==> config.mk <==
export PLATFORM = sky130hd
export DESIGN_NAME = id_operand_stage
export DESIGN_NICKNAME = d
export VERILOG_FILES = /design/src/rtl/id_operand_stage.sv
export SDC_FILE = /design/constraint.sdc
export NUM_CORES = 1
export LEC_CHECK = 0
export CAP_MARGIN = 0
export CORE_AREA = 4 4 259 261
export CTS_CLUSTER_DIAMETER = 60
export DETAILED_ROUTE_END_ITERATION = 8
export DIE_AREA = 0 0 263 265
export PLACE_DENSITY_LB_ADDON = 0.1
export SLEW_MARGIN = 25
export SYNTH_ARGS = -nofsm -noshare
export SYNTH_HDL_FRONTEND = slang
export SYNTH_SLANG_ARGS = --single-unit
==> constraint.sdc <==
create_clock -name clk -period 5.34 [get_ports clk]
set_clock_uncertainty 0.2 [all_clocks]
set_input_delay 1.335 -clock clk [delete_from_list [all_inputs] [get_ports clk]]
set_output_delay 1.335 -clock clk [all_outputs]
set_load 0.03 [all_outputs]
==> src/rtl/id_operand_stage.sv <==
// Operand fetch between decode and execute: bypass/RF operand resolution, long-latency
// scoreboard stalls, and a one-deep valid/ready ID/EX output register (1-cycle latency).
module id_operand_stage #(
  parameter int XLEN          = 64,
  parameter int RF_ADDR_WIDTH = 5,
  parameter int NUM_RS        = 2,
  parameter int NUM_FW        = 3,
  parameter int CNT_WIDTH     = 32
) (
  input  logic                            clk,
  input  logic                            rst,
  input  logic                            in_valid,
  output logic                            in_ready,
  input  logic [XLEN-1:0]                 in_pc,
  input  logic [NUM_RS*RF_ADDR_WIDTH-1:0] in_rs_addr,
  input  logic [NUM_RS-1:0]               in_rs_used,
  input  logic                            in_req_rf,
  input  logic [RF_ADDR_WIDTH-1:0]        in_rd_addr,
  input  logic                            in_long_lat,
  input  logic                            flush,
  output logic [NUM_RS*RF_ADDR_WIDTH-1:0] rf_raddr,
  input  logic [NUM_RS*XLEN-1:0]          rf_rdata,
  input  logic [NUM_FW-1:0]               fw_valid,
  input  logic [NUM_FW-1:0]               fw_data_ready,
  input  logic [NUM_FW*RF_ADDR_WIDTH-1:0] fw_rd_addr,
  input  logic [NUM_FW*XLEN-1:0]          fw_data,
  input  logic                            wb_valid,
  input  logic [RF_ADDR_WIDTH-1:0]        wb_rd_addr,
  output logic                            out_valid,
  input  logic                            out_ready,
  output logic [XLEN-1:0]                 out_pc,
  output logic [NUM_RS*XLEN-1:0]          out_rs_data,
  output logic                            out_req_rf,
  output logic [RF_ADDR_WIDTH-1:0]        out_rd_addr,
  output logic [CNT_WIDTH-1:0]            stall_cycles
);
  localparam int NREG = 2 ** RF_ADDR_WIDTH;

  logic [NREG-1:0]          sb_q, sb_d;
  logic                     out_valid_q, out_valid_d;
  logic                     sb_set_q, sb_set_d;
  logic [XLEN-1:0]          out_pc_q;
  logic [NUM_RS*XLEN-1:0]   out_rs_data_q;
  logic                     out_req_rf_q;
  logic [RF_ADDR_WIDTH-1:0] out_rd_addr_q;
  logic [CNT_WIDTH-1:0]     stall_q, stall_d;

  logic [NUM_RS*XLEN-1:0]   opnd;
  logic [NUM_RS-1:0]        op_haz;
  logic [RF_ADDR_WIDTH-1:0] rs_a;
  logic                     fw_hit;
  logic                     hazard, fire, set_sb;

  assign rf_raddr = in_rs_addr;

  // Lowest matching bypass channel wins outright, even if its data is not final yet.
  always_comb begin
    opnd   = '0;
    op_haz = '0;
    rs_a   = '0;
    fw_hit = 1'b0;
    for (int i = 0; i < NUM_RS; i++) begin
      rs_a   = in_rs_addr[i*RF_ADDR_WIDTH +: RF_ADDR_WIDTH];
      fw_hit = 1'b0;
      if (in_rs_used[i] && rs_a != '0) begin
        for (int j = 0; j < NUM_FW; j++) begin
          if (!fw_hit && fw_valid[j] &&
              fw_rd_addr[j*RF_ADDR_WIDTH +: RF_ADDR_WIDTH] == rs_a) begin
            fw_hit = 1'b1;
            if (fw_data_ready[j]) opnd[i*XLEN +: XLEN] = fw_data[j*XLEN +: XLEN];
            else                  op_haz[i] = 1'b1;
          end
        end
        if (!fw_hit) begin
          if (sb_q[rs_a]) op_haz[i] = 1'b1;
          else            opnd[i*XLEN +: XLEN] = rf_rdata[i*XLEN +: XLEN];
        end
      end
    end
  end

  assign hazard   = in_valid && (|op_haz);
  assign in_ready = !flush && !hazard && (!out_valid_q || out_ready);
  assign fire     = in_valid && in_ready;
  assign set_sb   = fire && in_req_rf && in_long_lat && (in_rd_addr != '0);

  // A new long-latency writer is the youngest, so its set overrides any clear.
  always_comb begin
    sb_d = sb_q;
    if (flush && out_valid_q && sb_set_q) sb_d[out_rd_addr_q] = 1'b0;
    if (wb_valid && wb_rd_addr != '0)     sb_d[wb_rd_addr]    = 1'b0;
    if (set_sb)                           sb_d[in_rd_addr]    = 1'b1;
    sb_d[0] = 1'b0;
  end

  always_comb begin
    out_valid_d = out_valid_q;
    sb_set_d    = sb_set_q;
    if (flush) begin
      out_valid_d = 1'b0;
      sb_set_d    = 1'b0;
    end else if (fire) begin
      out_valid_d = 1'b1;
      sb_set_d    = set_sb;
    end else if (out_ready) begin
      out_valid_d = 1'b0;
      sb_set_d    = 1'b0;
    end
    stall_d = (hazard && stall_q != '1) ? stall_q + CNT_WIDTH'(1) : stall_q;
  end

  always_ff @(posedge clk) begin
    if (rst) begin
      sb_q          <= '0;
      out_valid_q   <= 1'b0;
      sb_set_q      <= 1'b0;
      out_pc_q      <= '0;
      out_rs_data_q <= '0;
      out_req_rf_q  <= 1'b0;
      out_rd_addr_q <= '0;
      stall_q       <= '0;
    end else begin
      sb_q        <= sb_d;
      out_valid_q <= out_valid_d;
      sb_set_q    <= sb_set_d;
      stall_q     <= stall_d;
      if (fire) begin
        out_pc_q      <= in_pc;
        out_rs_data_q <= opnd;
        out_req_rf_q  <= in_req_rf;
        out_rd_addr_q <= in_rd_addr;
      end
    end
  end

  assign out_valid    = out_valid_q;
  assign out_pc       = out_pc_q;
  assign out_rs_data  = out_rs_data_q;
  assign out_req_rf   = out_req_rf_q;
  assign out_rd_addr  = out_rd_addr_q;
  assign stall_cycles = stall_q;
endmodule

# Word level (Yosys, flattened, before mapping)
# Index checks and enable logic that the tools add are counted.
op_classes:
  reduce_logical: 41
  n_addsub: 1
  muxes: 62
  bitwise_logic: 5
  order_cmp: 8
  n_eq_ne: 7
ops:
  columns: ["op", "count"]
  rows:
  - ["$mux 64", 17]
  - ["$mux 32", 3]
  - ["$and 32x32->32", 2]
  - ["$not 32->32", 2]
  - ["$mux 1", 37]
  - ["$add 32x1->32 const B", 1]
  - ["$ne 32x32->1 const B", 1]
  - ["$or 32x32->32", 1]
  - ["$eq 5x5->1", 6]
  - ["$lt 5x6->1 const B", 5]
  - ["$logic_and 1x1->1", 26]
  - ["$reduce_bool 5->1", 4]
  - ["$demux 1 s5", 3]
  - ["$ge 5x1->1 const B", 3]
  - ["$bmux 1 s5", 2]
  - ["$logic_not 1->1", 7]
  - ["$reduce_or 2->1", 2]
  - ["$reduce_bool 2->1", 1]
  - ["$logic_or 1x1->1", 1]
word_totals:
  register_bits: 264
  input_bits: 435

# Logic depth before layout (Yosys ltp)
logic_depth:
  ltp_word: 26
  ltp_mapped: 14
  ltp_nobuf: 8

# Least setup slack after synthesis
# OpenSTA, ideal clock, no wires.
synth_timing:
  path_kind: "input to output"
  startpoint: "input port in_rs_addr[6]"
  endpoint: "output port in_ready"
  t_arrival_ns: 3.692
  path_stages: 10
  setup_slack_ns: 0.113
  required_ns: 3.805
  path_buffers: 4
  path_cell_list: "buf_4 -> buf_8 -> mux4_2 -> o2111ai_1 -> o311ai_1 -> nor4b_2 -> nor3_1 -> clkbuf_1 -> clkbuf_1 -> o21a_1"
synth_between:
  elab_chain_cells: 21
synth_rtl:
  columns: ["item", "line", "rtl"]
  rows:
  - ["start: declaration", "15", "input logic [NUM_RS*RF_ADDR_WIDTH-1:0] in_rs_addr,"]
  - ["$eq 5x5->1", "68", "fw_rd_addr[j*RF_ADDR_WIDTH +: RF_ADDR_WIDTH] == rs_a) begin"]
  - ["$logic_and 1x1->1", "67", "if (!fw_hit && fw_valid[j] &&"]
  - ["$mux 1", "67", null]
  - ["$mux 1", "65", "if (in_rs_used[i] && rs_a != '0) begin"]
  - ["$logic_not 1->1", "67", null]
  - ["$logic_and 1x1->1 (2 in series)", "67", null]
  - ["$mux 1", "67", null]
  - ["$mux 1", "65", null]
  - ["[... 3 more ...]", null, null]
  - ["$mux 1", "67", null]
  - ["$mux 1, on equally long branches", "75, 65", null]
  - ["$mux 1", "74", "if (!fw_hit) begin"]
  - ["$mux 1 *", "65", null]
  - ["$reduce_or 2->1 *", "82", "assign hazard = in_valid && (|op_haz);"]
  - ["$logic_and 1x1->1 *", "82", null]
  - ["$logic_not 1->1 *", "83", "assign in_ready = !flush && !hazard && (!out_valid_q || out_ready);"]
  - ["$logic_and 1x1->1 * (2 in series)", "83", null]
  - ["end: declaration", "13", "output logic in_ready,"]
# Mark *: on every way between the ends. The rest lies on a longest branch, timed or not. The select of a mux whose other input is x is not followed.

# Worst setup path after layout
layout_timing:
  startpoint: "input port in_rs_addr[1]"
  endpoint: "output port in_ready"
# The elaborated chain is that of the path after synthesis.

==> metrics.cfg <==
[outcome]
status=complete, no violations

[synth]
syn_avg_cell_area_sq_um=9.524
synthFlopType=dfxtp_1
synth_area_leaders=dfxtp_1 37%, a32o_1 9.1%, a221oi_1 8.0%
yosysMostFrequentCell=dfxtp_1
synth_cell_types=55
synth.top_cell.area_share_pct=37.45
syn_nets=1912
async_reset_ff_share_pct=0
synth_top_area_cell=dfxtp_1
synth_commonest_cells=263 x dfxtp_1, 128 x a221oi_1, 128 x a32o_1
ys_seq_elements=263
synth_edf_count=0
netlist_area_sq_um=14060
syn_inst=1476
yosys_warnings=0
yosysSeqAreaShare_pct=37.45

[die]
die_x_um=263
rows=93
start_util_pct=21.81
coreArea_sq_um=64460
io_pins=677
die_h_um=265
dieArea_sq_um=69700

[worst_setup_path]
end_kind=primary output
max_stage_delay_ps=500
worstSetupStartpointType=input pin
crit_fanout=6
cp_cell_sequence=dlygate4sd2_1, buf_6, buf_6, buf_4, or4_1, o21ai_0, buf_4, a21oi_1, o2bb2ai_2, nor3_2, buf_4, o21a_1, buf_6
cp.required_ps=3810
critPathArrivalTime_ps=3690
slowest_stage=or4_1
path_class=in2out

[timing]
relSlewSlack_pct=29.55
hold_ws_ps=257.3
max_freq_mhz=191.3
fin_ws_ps=112.4
slew_violations=0
setup_viol=0
layout_min_cycle_time_ps=5228
grt_setup_unrepaired=false
totalNegativeSetupSlack_ps=0
final-hold-violation-count=0
worst_slew_pin_slew_ps=1057
min_period_over_period_pct=97.90

[worst_hold_path]
hold_path_class=reg2reg

[cts]
cts_tree=done
cts_made_buffers=39
clock_sinks=263
hold_buffers=0
h-tree-depth=2
clk_pin_slew_ps=50
cts_root_buf=clkbuf_16
clk_latency_ps=560
clockBufferDepth=3

[routing]
wl_per_cell_um=28.01
remaining_drc_errors=0
drtAntennaViolNets=0
drt-total-wl_mm=83.09
routed-via-count=16100
drtPass1Iterations=6
vias_per_cell=5.426
first_iter_violations=1246

[pwr]
irDropWorstVdd_uv=195.1
switching_power_mw=1.653
power_leakage_nw=8.037
pwr-share-comb_pct=20.2
swShare_pct=27.90
power_frac_clock_pct=45.0
p_per_area_nw_per_um2=255.4
internal-power_mw=4.271
p_seq_share_pct=34.8

[placed_design]
place_area_sq_um=21670
hpwl_mm=61.00
portBuffers=676
dpl_worst_slack_ps=-138.3
gp_congestion=0.8939

[job]
maxCapViolCount=0

[grt]
antenna_found_initial=19
grt_pass1_wl_mm=117.8
grtUsageTotal_pct=22.27
grt_max_degree=119
grt_overflow=0
grt_pass1_vias=16130

[finish]
syn2layout_area_growth_pct=65.00
final_core_util_pct=35.98
stdcell_area_sq_um=23190
final_nets=2513
layout-drive-gt1-share_pct=8.219

state kept, by name, indices dropped and copies added (netlist names):
signal and flops:
out_rs_data 128, out_req_rf 1, sb_q 31, out_pc 64, stall_cycles 32, out_rd_addr 5, sb_set_q 1, out_valid 1
cells in the final DEF (no fill, tap or decap), types with 25 or more instances in the layout:
cell type        Yosys  layout
dfxtp_1            263     263
o31ai_1             79      79
nand3_1             26      26
a32o_1             128     128
nor2b_1             48      47
nor2_1              96      94
o21ai_0             25      25
clkbuf_16            0      42
nand3b_1            73      73
mux2i_1             85      85
buf_4               15      42
o2bb2ai_1           66      65
o221ai_1            31      31
nand2_1             27      27
clkdlybuf4s50_1      0     669
a21oi_1             26      25
a221oi_1           128     128
what timing repair did:
| item | CTS | global route |
|---|---|---|
| hold endpoints to repair | 0 | 0 |
| pin swaps | 3 | 1 |
| setup buffers | 3 | 0 |
| setup endpoints to repair | 1 | 1 |
| cloned | 0 | 1 |
| resized for setup | 10 | 15 |
worst max-delay path: cells and delay by family:
kind | cells | cell delay [ps]
AOI/OAI and AO/OA | 4 | 570
buffers and inverters | 7 | 1110
and+or+nand+nor | 2 | 650
worst paths after layout:
kind / slack (ps) / end / from / cells past startpoint
worst min-delay path: 260 / out_rs_data[15] / out_rs_data[15] / 1
worst max register to register: 1750 / stall_cycles[13] / stall_cycles[3] / 8
worst max-delay path: 110 / in_ready / in_rs_addr[1] / 13
worst min register to register: 260 / out_rs_data[15] / out_rs_data[15] / 1
power groups by stage:
stage	Clock (mW)	Combinational, mW	Sequential, mW
2_1_floorplan	0	0.391	2.20
3_3_place_gp	0	1.18	2.10
3_5_place_dp	0	1.18	2.10
4_1_cts	2.76	1.19	2.06
5_1_grt	2.84	1.26	2.07
6_report	2.67	1.20	2.06
kinds of logic after synthesis:
kind of cell    synth area share, %
fa+ha+maj                   0.08899
flops                         37.45
buf+inv                       5.990
xor+xnor                      1.682
compound gates                30.62
simple gates                  15.71
mux                           8.456
per-layer routing:
layer,track usage [%],routed length [um],vias up
met5,0,66,-
met4,4.966,1730,12
met3,5.281,6046,125
met2,39.33,41760,776
met1,27.63,33490,8013
li1,-,-,7174
cell type report:
class                           instances  area (sq um)
Multi-Input combinational cell       1030          8110
Clock inverter                         13         190.2
Antenna cell                            7         17.52
Tap cell                              855          1070
Sequential cell                       263          5265
Timing Repair Buffer                  733          7372
Fill cell                            6601         41270
Inverter                               10         37.54
Clock buffer                           56          1132
metrics by stage:
stage	cells	total power, mW
2_1_floorplan	1476	2.592
3_3_place_gp	2886	3.279
3_5_place_dp	2886	3.281
4_1_cts	2958	6.012
5_1_grt	2966	6.164
6_report	2967	5.923
No activity file was read; power rests on OpenSTA's default activity.
